**src/rtl/ice_frame_rx_pkg.sv**
```systemverilog
// Shared definitions for the ICE frame receiver: FSM state encodings,
// error codes and header byte offsets.
package ice_frame_rx_pkg;

   localparam logic [2:0] ST_IDLE    = 3'd0;
   localparam logic [2:0] ST_EID     = 3'd1;
   localparam logic [2:0] ST_LEN     = 3'd2;
   localparam logic [2:0] ST_PAYLOAD = 3'd3;
   localparam logic [2:0] ST_DRAIN   = 3'd4;

   localparam logic [1:0] ERR_TIMEOUT  = 2'd0;
   localparam logic [1:0] ERR_OVERFLOW = 2'd1;
   localparam logic [1:0] ERR_OVERRUN  = 2'd2;

   localparam int HDR_OFF_TYPE = 0;
   localparam int HDR_OFF_EID  = 1;
   localparam int HDR_OFF_LEN  = 2;
   localparam int HDR_BYTES    = 3;

endpackage

```
**src/rtl/ice_byte_fifo.sv**
```systemverilog
// Synchronous byte FIFO with zero read latency; pointers carry one extra
// wrap bit so full and empty are distinguishable.
module ice_byte_fifo #(
   parameter int FIFO_DEPTH = 16,
   parameter int FIFO_AW    = 4
) (
   input  logic       clk,
   input  logic       reset,
   input  logic       push,
   input  logic       pop,
   input  logic       flush,
   input  logic [7:0] din,
   output logic [7:0] dout,
   output logic       empty,
   output logic       full
);

   localparam logic [FIFO_AW:0] PTR_ONE = {{FIFO_AW{1'b0}}, 1'b1};

   logic [7:0]       mem_q [FIFO_DEPTH];
   logic [FIFO_AW:0] wr_ptr_q, wr_ptr_d;
   logic [FIFO_AW:0] rd_ptr_q, rd_ptr_d;
   logic             do_push_s;
   logic             do_pop_s;

   assign empty     = (wr_ptr_q == rd_ptr_q);
   assign full      = (wr_ptr_q[FIFO_AW] != rd_ptr_q[FIFO_AW]) &&
                      (wr_ptr_q[FIFO_AW-1:0] == rd_ptr_q[FIFO_AW-1:0]);
   assign do_pop_s  = pop && !empty;
   // A pop on a full FIFO frees the slot the simultaneous push lands in.
   assign do_push_s = push && (!full || do_pop_s);
   assign dout      = empty ? 8'h00 : mem_q[rd_ptr_q[FIFO_AW-1:0]];

   // Pointer next-state
   always_comb begin
      wr_ptr_d = wr_ptr_q;
      rd_ptr_d = rd_ptr_q;
      if (flush) begin
         wr_ptr_d = '0;
         rd_ptr_d = '0;
      end else begin
         if (do_push_s) wr_ptr_d = wr_ptr_q + PTR_ONE;
         else           wr_ptr_d = wr_ptr_q;
         if (do_pop_s)  rd_ptr_d = rd_ptr_q + PTR_ONE;
         else           rd_ptr_d = rd_ptr_q;
      end
   end

   // Pointer registers
   always_ff @(posedge clk) begin
      if (reset) begin
         wr_ptr_q <= '0;
         rd_ptr_q <= '0;
      end else begin
         wr_ptr_q <= wr_ptr_d;
         rd_ptr_q <= rd_ptr_d;
      end
   end

   // Storage write
   always_ff @(posedge clk) begin
      if (do_push_s && !flush) mem_q[wr_ptr_q[FIFO_AW-1:0]] <= din;
   end

endmodule

```
**src/rtl/ice_frame_rx.sv**
```systemverilog
// ICE command frame receiver: parses [type][eid][len][payload] from the UART
// byte stream, presents the header by handshake and streams payload via FIFO.
module ice_frame_rx
   import ice_frame_rx_pkg::*;
#(
   parameter int FIFO_DEPTH  = 16,
   parameter int FIFO_AW     = 4,
   parameter int TIMEOUT_CYC = 20000,
   parameter int TO_W        = 16
) (
   input  logic       clk,
   input  logic       reset,
   input  logic [7:0] rx_data,
   input  logic       rx_latch,
   output logic       hdr_valid,
   input  logic       hdr_ready,
   output logic [7:0] hdr_type,
   output logic [7:0] hdr_eid,
   output logic [7:0] hdr_len,
   output logic [7:0] pl_data,
   output logic       pl_valid,
   input  logic       pl_ready,
   output logic       pl_last,
   output logic       err_valid,
   output logic [1:0] err_code,
   output logic [7:0] err_eid,
   output logic       busy
);

   localparam logic [TO_W-1:0] TO_LIMIT = TO_W'(TIMEOUT_CYC);
   localparam logic [TO_W-1:0] TO_ONE   = {{(TO_W-1){1'b0}}, 1'b1};

   logic            latch_q;
   logic [2:0]      state_q, state_d;
   logic [7:0]      type_q, type_d;
   logic [7:0]      eid_q, eid_d;
   logic [7:0]      len_q, len_d;
   logic [7:0]      rem_q, rem_d;
   logic [7:0]      pop_cnt_q, pop_cnt_d;
   logic [TO_W-1:0] to_cnt_q, to_cnt_d;
   logic            hdr_valid_q, hdr_valid_d;
   logic            err_valid_q, err_valid_d;
   logic [1:0]      err_code_q, err_code_d;
   logic [7:0]      err_eid_q, err_eid_d;

   logic            byte_s;
   logic            to_hit_s;
   logic            push_s;
   logic            flush_s;
   logic            abort_s;
   logic [1:0]      abort_code_s;
   logic            pop_fire_s;
   logic            fifo_empty_s;
   logic            fifo_full_s;
   logic [7:0]      fifo_dout_s;

   assign byte_s     = rx_latch && !latch_q;
   assign to_hit_s   = (to_cnt_q == TO_LIMIT);
   assign pop_fire_s = pl_ready && !fifo_empty_s;

   ice_byte_fifo #(
      .FIFO_DEPTH (FIFO_DEPTH),
      .FIFO_AW    (FIFO_AW)
   ) u_fifo (
      .clk   (clk),
      .reset (reset),
      .push  (push_s),
      .pop   (pl_ready),
      .flush (flush_s),
      .din   (rx_data),
      .dout  (fifo_dout_s),
      .empty (fifo_empty_s),
      .full  (fifo_full_s)
   );

   // Frame FSM next-state and error detection
   always_comb begin
      state_d      = state_q;
      type_d       = type_q;
      eid_d        = eid_q;
      len_d        = len_q;
      rem_d        = rem_q;
      to_cnt_d     = to_cnt_q;
      err_valid_d  = 1'b0;
      err_code_d   = err_code_q;
      err_eid_d    = err_eid_q;
      push_s       = 1'b0;
      abort_s      = 1'b0;
      abort_code_s = ERR_TIMEOUT;
      if (pop_fire_s)                hdr_valid_d = hdr_valid_q;
      else                           hdr_valid_d = hdr_valid_q;
      if (hdr_valid_q && hdr_ready)  hdr_valid_d = 1'b0;
      else                           hdr_valid_d = hdr_valid_q;
      if (pop_fire_s)                pop_cnt_d = pop_cnt_q + 8'd1;
      else                           pop_cnt_d = pop_cnt_q;

      case (state_q)
         ST_IDLE: begin
            if (byte_s) begin
               type_d   = rx_data;
               eid_d    = 8'h00;
               to_cnt_d = '0;
               state_d  = ST_EID;
            end else begin
               state_d  = ST_IDLE;
            end
         end
         ST_EID: begin
            if (byte_s) begin
               eid_d    = rx_data;
               to_cnt_d = '0;
               state_d  = ST_LEN;
            end else if (to_hit_s) begin
               abort_s  = 1'b1;
            end else begin
               to_cnt_d = to_cnt_q + TO_ONE;
            end
         end
         ST_LEN: begin
            if (byte_s) begin
               len_d       = rx_data;
               rem_d       = rx_data;
               hdr_valid_d = 1'b1;
               pop_cnt_d   = 8'd0;
               to_cnt_d    = '0;
               state_d     = (rx_data == 8'd0) ? ST_DRAIN : ST_PAYLOAD;
            end else if (to_hit_s) begin
               abort_s     = 1'b1;
            end else begin
               to_cnt_d    = to_cnt_q + TO_ONE;
            end
         end
         ST_PAYLOAD: begin
            if (byte_s) begin
               if (fifo_full_s && !pop_fire_s) begin
                  abort_s      = 1'b1;
                  abort_code_s = ERR_OVERFLOW;
               end else begin
                  push_s   = 1'b1;
                  rem_d    = rem_q - 8'd1;
                  to_cnt_d = '0;
                  if (rem_q == 8'd1) state_d = ST_DRAIN;
                  else               state_d = ST_PAYLOAD;
               end
            end else if (to_hit_s) begin
               abort_s  = 1'b1;
            end else begin
               to_cnt_d = to_cnt_q + TO_ONE;
            end
         end
         ST_DRAIN: begin
            // A byte here is dropped but the frame being drained carries on.
            if (byte_s) begin
               err_valid_d = 1'b1;
               err_code_d  = ERR_OVERRUN;
               err_eid_d   = eid_q;
            end else begin
               err_valid_d = 1'b0;
            end
            if (!hdr_valid_q && fifo_empty_s) state_d = ST_IDLE;
            else                              state_d = ST_DRAIN;
         end
         default: begin
            state_d     = ST_IDLE;
            hdr_valid_d = 1'b0;
         end
      endcase

      if (abort_s) begin
         err_valid_d = 1'b1;
         err_code_d  = abort_code_s;
         err_eid_d   = eid_q;
         hdr_valid_d = 1'b0;
         to_cnt_d    = '0;
         pop_cnt_d   = 8'd0;
         state_d     = ST_IDLE;
      end else begin
         err_code_d  = err_code_d;
      end
      flush_s = abort_s;
   end

   // Frame state registers
   always_ff @(posedge clk) begin
      if (reset) begin
         state_q     <= ST_IDLE;
         type_q      <= 8'h00;
         eid_q       <= 8'h00;
         len_q       <= 8'h00;
         rem_q       <= 8'h00;
         pop_cnt_q   <= 8'h00;
         to_cnt_q    <= '0;
         hdr_valid_q <= 1'b0;
         err_valid_q <= 1'b0;
         err_code_q  <= 2'd0;
         err_eid_q   <= 8'h00;
      end else begin
         state_q     <= state_d;
         type_q      <= type_d;
         eid_q       <= eid_d;
         len_q       <= len_d;
         rem_q       <= rem_d;
         pop_cnt_q   <= pop_cnt_d;
         to_cnt_q    <= to_cnt_d;
         hdr_valid_q <= hdr_valid_d;
         err_valid_q <= err_valid_d;
         err_code_q  <= err_code_d;
         err_eid_q   <= err_eid_d;
      end
   end

   // Latch edge history; resets high so a latch held through reset is ignored
   always_ff @(posedge clk) begin
      if (reset) latch_q <= 1'b1;
      else       latch_q <= rx_latch;
   end

   assign hdr_valid = hdr_valid_q;
   assign hdr_type  = type_q;
   assign hdr_eid   = eid_q;
   assign hdr_len   = len_q;
   assign pl_data   = fifo_dout_s;
   assign pl_valid  = !fifo_empty_s;
   assign pl_last   = !fifo_empty_s && (pop_cnt_q == (len_q - 8'd1));
   assign err_valid = err_valid_q;
   assign err_code  = err_code_q;
   assign err_eid   = err_eid_q;
   assign busy      = (state_q != ST_IDLE);

endmodule

```
**config.mk**
```make
export PLATFORM = sky130hd
export DESIGN_NAME = ice_frame_rx
export DESIGN_NICKNAME = d
export VERILOG_FILES = /design/src/rtl/ice_frame_rx_pkg.sv /design/src/rtl/ice_byte_fifo.sv /design/src/rtl/ice_frame_rx.sv
export SDC_FILE = /design/constraint.sdc
export NUM_CORES = 1
export LEC_CHECK = 0
export BUFFER_PORTS_ARGS = -buffer_cell sky130_fd_sc_hd__buf_2
export CAP_MARGIN = 25
export CORE_ASPECT_RATIO = 1.75
export CORE_MARGIN = 2
export CORE_UTILIZATION = 55
export DETAILED_ROUTE_END_ITERATION = 10
export PLACE_DENSITY = 0.74
export SKIP_LAST_GASP = 1
export SYNTH_ARGS = -nofsm -noshare
export SYNTH_HDL_FRONTEND = slang
export SYNTH_SLANG_ARGS = --single-unit
```
**constraint.sdc**
```tcl
create_clock -name clk -period 2.09 [get_ports clk]
set_clock_uncertainty 0.15 [all_clocks]
set_input_delay 0.1045 -clock clk [delete_from_list [all_inputs] [get_ports clk]]
set_output_delay 0.1045 -clock clk [all_outputs]
set_load 0.1 [all_outputs]
```
Yosys cells after proc, flatten, opt, wreduce, memory -nomap -nowiden
Memories as Yosys holds them, arrays and structs flattened. A register that Yosys moved wholly into a read port is not among the register bits.
Cells that the tools add are included.
- add/subtract/negate cells: 6
- equal/unequal tests: 16
- reductions and logical operators: 34
- multiplexer cells: 52
- operators with widths (kind ; count):
    8-bit 2-to-1 mux ; 11
    16-bit 2-to-1 mux ; 5
    16-bit one-hot mux with 3 select lines ; 1
    8-bit one-hot mux with 2 select lines ; 2
    3-bit 2-to-1 mux ; 7
    1-bit 2-to-1 mux ; 18
    16-bit by 1-bit adder with 16-bit output, second input constant ; 1
    16-bit by 15-bit equality test with 1-bit output, second input constant ; 1
    8-bit by 1-bit subtractor with 8-bit output, second input constant ; 2
    3-bit one-hot mux with 5 select lines ; 1
    5-bit by 1-bit adder with 5-bit output, second input constant ; 2
    2-bit != test, second input constant ; 5
    1-bit logical AND ; 9
    8-bit by 1-bit adder with 8-bit output, second input constant ; 1
    8-bit by 1-bit equality test with 1-bit output, second input constant ; 1
    8-bit equality test ; 1
    8-bit logical NOT ; 1
    4-bit 2-to-1 mux ; 2
    4-bit AND reduction ; 2
    2-bit nonzero test ; 4
    3-bit by 2-bit equality test with 1-bit output, second input constant ; 2
    1-bit logical NOT ; 6
    2-bit 2-to-1 mux ; 3
    2-bit AND reduction ; 3
    other kinds (13) ; 17
- memories: 1
- input bits: 13
- memory bits (writable): 128
- register bits after elaboration: 82
- logic and storage cells: 123
- memories (memory ; depth ; bits a word ; read ports ; clocked after Yosys merged registers in ; write ports ; line ; text):
    u_fifo.mem_q ; 16 ; 8 ; 1 ; 1 ; 1 ; ice_byte_fifo.sv:20 ; logic [7:0] mem_q [FIFO_DEPTH];

Depth between registers and ports, before layout
Gate-level depths: netlist of run 1.
- word-level depth: 12
- mapped depth: 9
- depth with buffers taken out: 7

Modules after synthesis
A second synthesis of run 1 with hierarchy kept.
- cells, all modules: 745
- area, all modules: 9350.2 um2
- by module, submodules not included (module ; times used ; cells each ; area an instance (um2)):
    ice_byte_fifo ; 1 ; 296 ; 5622.9
    ice_frame_rx ; 1 ; 449 ; 3727.3

Worst setup path before layout of run 1
Ideal clock, no wire load.
- path kind: reg-to-output
- start point: register len_q[0], in the netlist hdr_len[0]
- end point: output pl_last
- setup slack: -943 ps
- arrival time: 2778 ps
- cell stages (with the launch flop): 9
- cells stage by stage: dfxtp_1 > inv_1 > ha_1 > clkbuf_1 > xnor2_1 > nand2_1 > o21ai_0 > o21ai_0 > and4_1
- word-level cells in the longest chain between the ends: 3
- RTL lines (element ; line ; text):
    start, declared ; ice_frame_rx.sv:37 ; logic [7:0] len_q, len_d;
    start signal, assigned ; ice_frame_rx.sv:201 ; len_q <= len_d;
    8-bit by 1-bit subtractor with 8-bit output ; ice_frame_rx.sv:224 ; assign pl_last = !fifo_empty_s && (pop_cnt_q == (len_q - 8'd1));
    8-bit equality test ; ice_frame_rx.sv:224 ;
    1-bit logical AND ; ice_frame_rx.sv:224 ;
    end, declared ; ice_frame_rx.sv:23 ; output logic pl_last,
No other way between the ends.

==> reports/results.tsv, run 1 <==
stage	metric	value	unit
outcome	status	finished, violations left	
outcome	violations	setup timing	
cells_and_area	area_growth	27.09	%
timing	slew_headroom	53.46	%
setup_path	worstPathMaxFanout	7	
synth	synth_xor_area_share	2.874	%
grt	grt_overflow	0	
cells_and_area	instances_no_fill	1119	
timing	fin_ws	-0.6301	ns
synth	synth_seq_cells	214	
synth	synth_top_family_by_area	simple AND/OR/NAND/NOR gates	
synth	yosys.area_share.adder	1.464	%
route	viasPerCell	6.217	
setup_path	critical_path_class	register to primary output	
floorplan	die_w	102.8	um
worst_hold_path	hp-class	primary input to register	
setup_path	cpMostUsedCell	mux4_2	
cts	cts_sinks	214	
synth	syn-instance-count	737	
synth	synth-edff-count	128	
setup_path	start_kind	register	
setup_path	path_cells	clkbuf_16, mux4_2, mux4_2, and2_4, buf_12	
place	detailed_place_hpwl	17160	um
synth	synthMuxAreaShare	10.75	%
place	portBuffers	59	
synth	synth_area	9404	um2
floorplan	fp.dieH	177.0	um
place	post-place-ws	-0.2609	ns
setup_path	critPathCaptureType	primary output	
floorplan	coreArea	16870	um2
setup_path	cp_data_arrival_time	2.47	ns
cts	htreeDepth	1	
setup_path	worstPathRequired	1.84	ns
grt	grt_pass1_vias	7028	
cts	cts_buffers	19	
cts	cts_max_path_buffers	3	
place	placedCellCount	1058	
timing	clock.fmax	367.6	MHz
synth	yosys.area_share.simple	14.22	%
synth	yosys_warnings	0	
timing	hold_violations	0	
cells_and_area	final_common_cell	edfxtp_1	
floorplan	ios	60	
grt	grt_usage	27.83	%
synth	yosysSeqAreaShare	59.18	%
synth	syn_area_per_cell	12.76	um2
floorplan	dieArea	18200	um2
synth	synth_top_flop_cell	edfxtp_1	
timing	layout_min_cycle_time	2.720	ns
route	drt_iter0_markers	440	
route	drcViolationCount	0	
timing	tightest_slew	0.6927	ns
synth	synthDistinctLibCells	64	
power	p_total	0.008451	W
route	firstDrtPassIters	5	
cells_and_area	drive_gt1_share	34.75	%
timing	slew_viol_final	0	
setup_path	max_stage_delay	0.51	ns
grt	grt_pass1_wl	38090	um
power	leakage	4.188	nW
place	gp_congestion	0.9064	
timing	setup_violations	9	
route	drt-wirelength-per-cell	23.81	um
cells_and_area	utilization	70.85	%
cells_and_area	layout.nets	904	
route	final_antenna_net_count	0	
route	num_vias	6957	
cells_and_area	nFillCells	1168	
floorplan	num_rows	63	
power	p_per_area	707.1	nW/um2
synth	synth-async-reset-ratio	0	%
synth	synth_nets	761	
grt	antenna_found_initial	1	
cells_and_area	num_antenna_cells	0	
power	ir_drop	0.0007248	V
timing	rsz0062_at_grt	true	
floorplan	start_util	55.75	%
setup_path	reg2reg_setup_slack	0	ns
cts	clk_transition_reported_paths	0.07	ns
cts	cts_tree	yes	
job	cap_violations	0	
synth	synth_compound_area_share	8.515	%
timing	period_share	130.1	%
setup_path	slowest_stage	mux4_2	
cts	clk_latency	0.49	ns
cells_and_area	mostFrequentLayoutCells	128 x edfxtp_1, 79 x buf_4, 72 x dfxtp_1, 58 x nand2_1, 49 x buf_2	
cts	cts_root_buffer	clkbuf_16	
route	finalWirelength	26640	um
grt	grt_max_degree	35	
==> critical path: cells and delay by family, from the launching register on <==
family                 cells  cell delay (ns)
buffers and inverters      2             0.35
multiplexers               2             1.01
AND/OR/NAND/NOR            1             0.17
flip-flops                 1             0.45
==> cell type report <==
type                       instances  area, um2  share of cell area [%]
clock inverter                    12      145.1                   1.214
tap                              227      284.0                   2.376
multi-input combinational        461       3901                   32.64
clock buffer                      21      493.0                   4.125
sequential                       214       5593                   46.80
timing repair buffer             168       1475                   12.34
inverter                          16      60.06                  0.5025
==> flip-flops by register name, indices dropped and copies added (netlist names), 5 cells and up, named ones only <==
name	flops
err_eid	8
u_fifo.wr_ptr_q	5
hdr_len	8
hdr_eid	8
hdr_type	8
pop_cnt_q	8
u_fifo.mem_q	128
rem_q	8
u_fifo.rd_ptr_q	5
to_cnt_q	16
==> cells by family after synthesis <==
logic type,after synthesis
xor+xnor,30
compound gates,126
mux,51
fa+ha+maj,11
simple gates,243
buf+inv,62
flops,214
==> synth_stat cells, drive strengths merged (2+ instances only) <==
cell	number	area share [%]
ha	11	1.5
a31oi	5	0.33
nand4	10	0.73
and2	10	0.69
nand3b	5	0.40
buf	19	1.3
mux2i	11	1.2
xnor2	16	1.5
nor3	22	1.2
nand3	27	1.4
nor2	28	1.1
nor2b	5	0.33
or4b	2	0.25
o311ai	3	0.28
o32ai	2	0.19
clkbuf	27	1.1
dfxtp	86	18
nor4	6	0.56
or3	6	0.40
mux4	40	9.6
or2	2	0.13
o21ai	20	1.1
nand2b	20	1.3
o31ai	15	1.3
and3	17	1.1
o211ai	8	0.64
nand2	60	2.4
o41ai	2	0.19
xor2	14	1.4
and4	4	0.37
inv	16	0.64
or4	15	1.2
o2111ai	2	0.19
a211oi	4	0.32
a21oi	53	2.9
nand4bb	2	0.24
edfxtp	128	41
==> report_power, final <==
part / switching, W / total (W) / internal [W] / leakage, nW
registers: 0.00000515 / 0.00447 / 0.00446 / 1.85
clock network: 0.00154 / 0.00363 / 0.00208 / 0.304
logic: 0.000238 / 0.000357 / 0.000119 / 2.03
total: 0.00179 / 0.00845 / 0.00666 / 4.19
==> stage by stage <==
stage	TNS [ns]	instance area, um2	hold WS [ns]
after global placement	-1.481	10550	0.1757
after floorplan	-0.2104	9500	0.05337
after global routing	-5.692	11950	0.02547
final	-5.046	11950	0.04407
after CTS	-5.126	11630	0.004454
after detailed placement	-3.514	10550	0.1790
==> repair_timing <==
item / CTS / global route
setup endpoints to repair: 153 / 159
pin swaps: 13 / 17
cloned: 0 / 5
buffers inserted: 10 / 4
hold buffers: 9 / 0
endpoints found under the hold margin: 104 / 0
resized for setup: 69 / 50
==> layer usage <==
layer | global-route usage (%) | vias to the layer above | wire length (um)
li1 | - | 3105 | -
met1 | 29.40 | 3438 | 8914
met2 | 51.77 | 316 | 14820
met3 | 3.120 | 98 | 1283
met4 | 15.84 | 0 | 1623
met5 | 0 | - | 0
==> worst paths after layout <==
check / startpoint / end / cells past startpoint
max: register / pl_data[6] / 5
min: rx_data[2] / hdr_len[2]$_SDFFE_PP0P_ / 4
max reg2reg: u_fifo.wr_ptr_q[4]$_SDFFE_PP0P_ / to_cnt_q[15]$_SDFFE_PP0P_ / 7
min reg2reg: hdr_type[1]$_SDFFE_PP0P_ / hdr_type[1]$_SDFFE_PP0P_ / 2
Note: power is estimated with default switching activity, not from simulation.
==> inputs of run 2 (changes only) <==
--- a/config.mk
+++ b/config.mk
@@ -11,7 +11,8 @@
 export CORE_MARGIN = 2
 export CORE_UTILIZATION = 55
 export DETAILED_ROUTE_END_ITERATION = 10
-export PLACE_DENSITY = 0.74
+export PLACE_DENSITY = 0.71
+export RECOVER_POWER = 100
 export SKIP_LAST_GASP = 1
 export SYNTH_ARGS = -nofsm -noshare
 export SYNTH_HDL_FRONTEND = slang
==> constraint.sdc (replaced) <==
create_clock -name clk -period 2.91 [get_ports clk]
set_clock_uncertainty 0.15 [all_clocks]
set_input_delay 0.1455 -clock clk [delete_from_list [all_inputs] [get_ports clk]]
set_output_delay 0.1455 -clock clk [all_outputs]
set_load 0.1 [all_outputs]
==> reports/results.tsv, run 2 (synthesized netlist as in run 1, its figures left out) <==
stage	metric	value	unit
outcome	status	finished, final reports clean	
cts	cts_tree	yes	
grt	grt_usage	24.89	%
worst_hold_path	hold_start	rx_latch	
cells_and_area	final_common_cell	edfxtp_1	
floorplan	die_w	102.8	um
power	p_per_area	567.4	nW/um2
timing	slew_headroom	20.68	%
route	drt_iter0_markers	466	
job	cap_violations	0	
place	portBuffers	59	
route	final_antenna_net_count	0	
cells_and_area	mostFrequentLayoutCells	128 x edfxtp_1, 83 x dfxtp_1, 60 x nand2_1, 53 x clkbuf_1, 52 x a21oi_1	
cts	clk_latency	0.49	ns
cts	cts_max_path_buffers	3	
setup_path	r2r-start	u_fifo.rd_ptr_q[4]$_SDFFE_PP0N_	
route	firstDrtPassIters	8	
cts	cts_buffers	20	
timing	layout_min_cycle_time	2.894	ns
power	leakage	3.472	nW
grt	antenna_found_initial	0	
floorplan	ios	60	
route	finalWirelength	22560	um
cells_and_area	area_growth	13.27	%
cells_and_area	drive_gt1_share	14.04	%
timing	hold_violations	0	
grt	grt_max_degree	35	
setup_path	r2r_cells	4	
grt	grt_pass1_wl	34600	um
place	detailed_place_hpwl	15620	um
timing	hold_ws	0.2714	ns
setup_path	path_buf_inv	2	
setup_path	slowest_stage	mux4_2	
cts	htreeDepth	1	
floorplan	dieArea	18200	um2
cells_and_area	design_area	10650	um2
timing	fin_ws	0.01600	ns
grt	grt_overflow	0	
setup_path	cpMostUsedCell	mux4_2	
route	num_vias	6351	
setup_path	worstPathRequired	2.61	ns
floorplan	start_util	55.75	%
route	drcViolationCount	0	
setup_path	critPathCaptureType	primary output	
setup_path	cp_top_family	multiplexers	
setup_path	worstPathMaxFanout	16	
power	ir_drop	0.0004290	V
place	post-place-ws	0.4735	ns
timing	slew_viol_final	0	
floorplan	num_rows	63	
cts	cts_setup_buffers	0	
route	viasPerCell	6.072	
floorplan	coreArea	16870	um2
timing	period_share	99.45	%
cts	cts_root_buffer	clkbuf_16	
setup_path	cp_data_arrival_time	2.60	ns
timing	setup_violations	0	
floorplan	fp.dieH	177.0	um
setup_path	path_cells	buf_16, mux4_2, mux4_2, and2_1, buf_2	
timing	tightest_slew	1.195	ns
cells_and_area	layout.nets	829	
cells_and_area	largest_reg_flops	128	
cells_and_area	num_antenna_cells	0	
worst_hold_path	whs_path_depth	3	
setup_path	max_stage_delay	0.56	ns
grt	grt_pass1_vias	6344	
place	placed_area	9970	um2
worst_hold_path	hold_end	latch_q$_SDFF_PP1_	
setup_path	start_kind	register	
setup_path	reg2reg_setup_slack	0.19	ns
cells_and_area	instances_no_fill	1046	
setup_path	critical_path_class	register to primary output	
worst_hold_path	hp-class	primary input to register	
setup_path	r2r-end	u_fifo.mem_q[2][0]$_DFFE_PP_	
cts	cts_sinks	214	
place	gp_congestion	0.8280	
cts	clk_transition_reported_paths	0.07	ns
route	drt-wirelength-per-cell	21.57	um
timing	clock.fmax	345.5	MHz
place	placedCellCount	1000	
## run 2: changes by cell type in the layout (fill, tap and decap cells not counted), sizes merged
cell | before | now
clkinv | 6 | 7
dlygate4sd3 | 9 | 8
clkinvlp | 3 | 2
bufinv | 3 | 2
clkbuf | 24 | 81
buf | 156 | 28
## run 2: metrics by stage
| step | utilization [%] | total power (W) | TNS [ns] |
|---|---|---|---|
| after floorplan | - | 0.003389 | 0 |
| after global routing | 63.14 | 0.006215 | -0.04815 |
| after CTS | 63.71 | 0.006081 | -0.05712 |
| after global placement | 59.10 | 0.003468 | 0 |
| after detailed placement | 59.10 | 0.003472 | 0 |
| final | 63.14 | 0.006044 | 0 |
## run 2: timing repair
item                                   4_1_cts  5_1_grt
resized for setup                            3        6
pin swaps                                    0        0
gates cloned                                 1        1
hold buffers                                 8        0
endpoints found under the hold margin       54        0
setup endpoints to repair                    6        7
## run 2: layer usage
layer / up-vias / global-route usage (%) / share of wire [%]
met3: 66 / 3.002 / 4.1
met1: 3109 / 27.29 / 35
met2: 224 / 47.63 / 57
met5: - / 0 / 0
li1: 2952 / - / -
met4: 0 / 9.156 / 3.5
## run 2: cell type report
| type | count | area [um2] |
|---|---|---|
| fill | 1309 | 6217 |
| sequential | 214 | 5572 |
| multi-input combinational | 461 | 3521 |
| clock buffer | 25 | 560.5 |
| timing repair buffer | 92 | 549.3 |
| tap | 227 | 284.0 |
| clock inverter | 11 | 105.1 |
| inverter | 16 | 60.06 |
## run 2: tightest hold or removal path, stage by stage
cell	delay, ns
dlygate4sd3_1	0.52
buf_2	0.12
or2_2	0.10
## run 2: power by group
| part | internal (W) | switching, W |
|---|---|---|
| clock network | 0.00154 | 0.00109 |
| logic | 0.0000413 | 0.000151 |
| registers | 0.00321 | 0.00000421 |
## run 2: worst max path at each step
stage                                    start         end  slack [ns]  depth (start not counted)
2_1_floorplan  u_fifo.wr_ptr_q[2]$_SDFFE_PP0P_     pl_last        0.02                          6
3_5_place_dp                          register  pl_data[0]        0.47                          5
6_report                              register  pl_data[4]        0.02                          5
5_1_grt                               register  pl_data[4]       -0.04                          5
4_1_cts                               register  pl_data[0]       -0.04                          5
3_3_place_gp                          register  pl_data[5]        0.50                          5
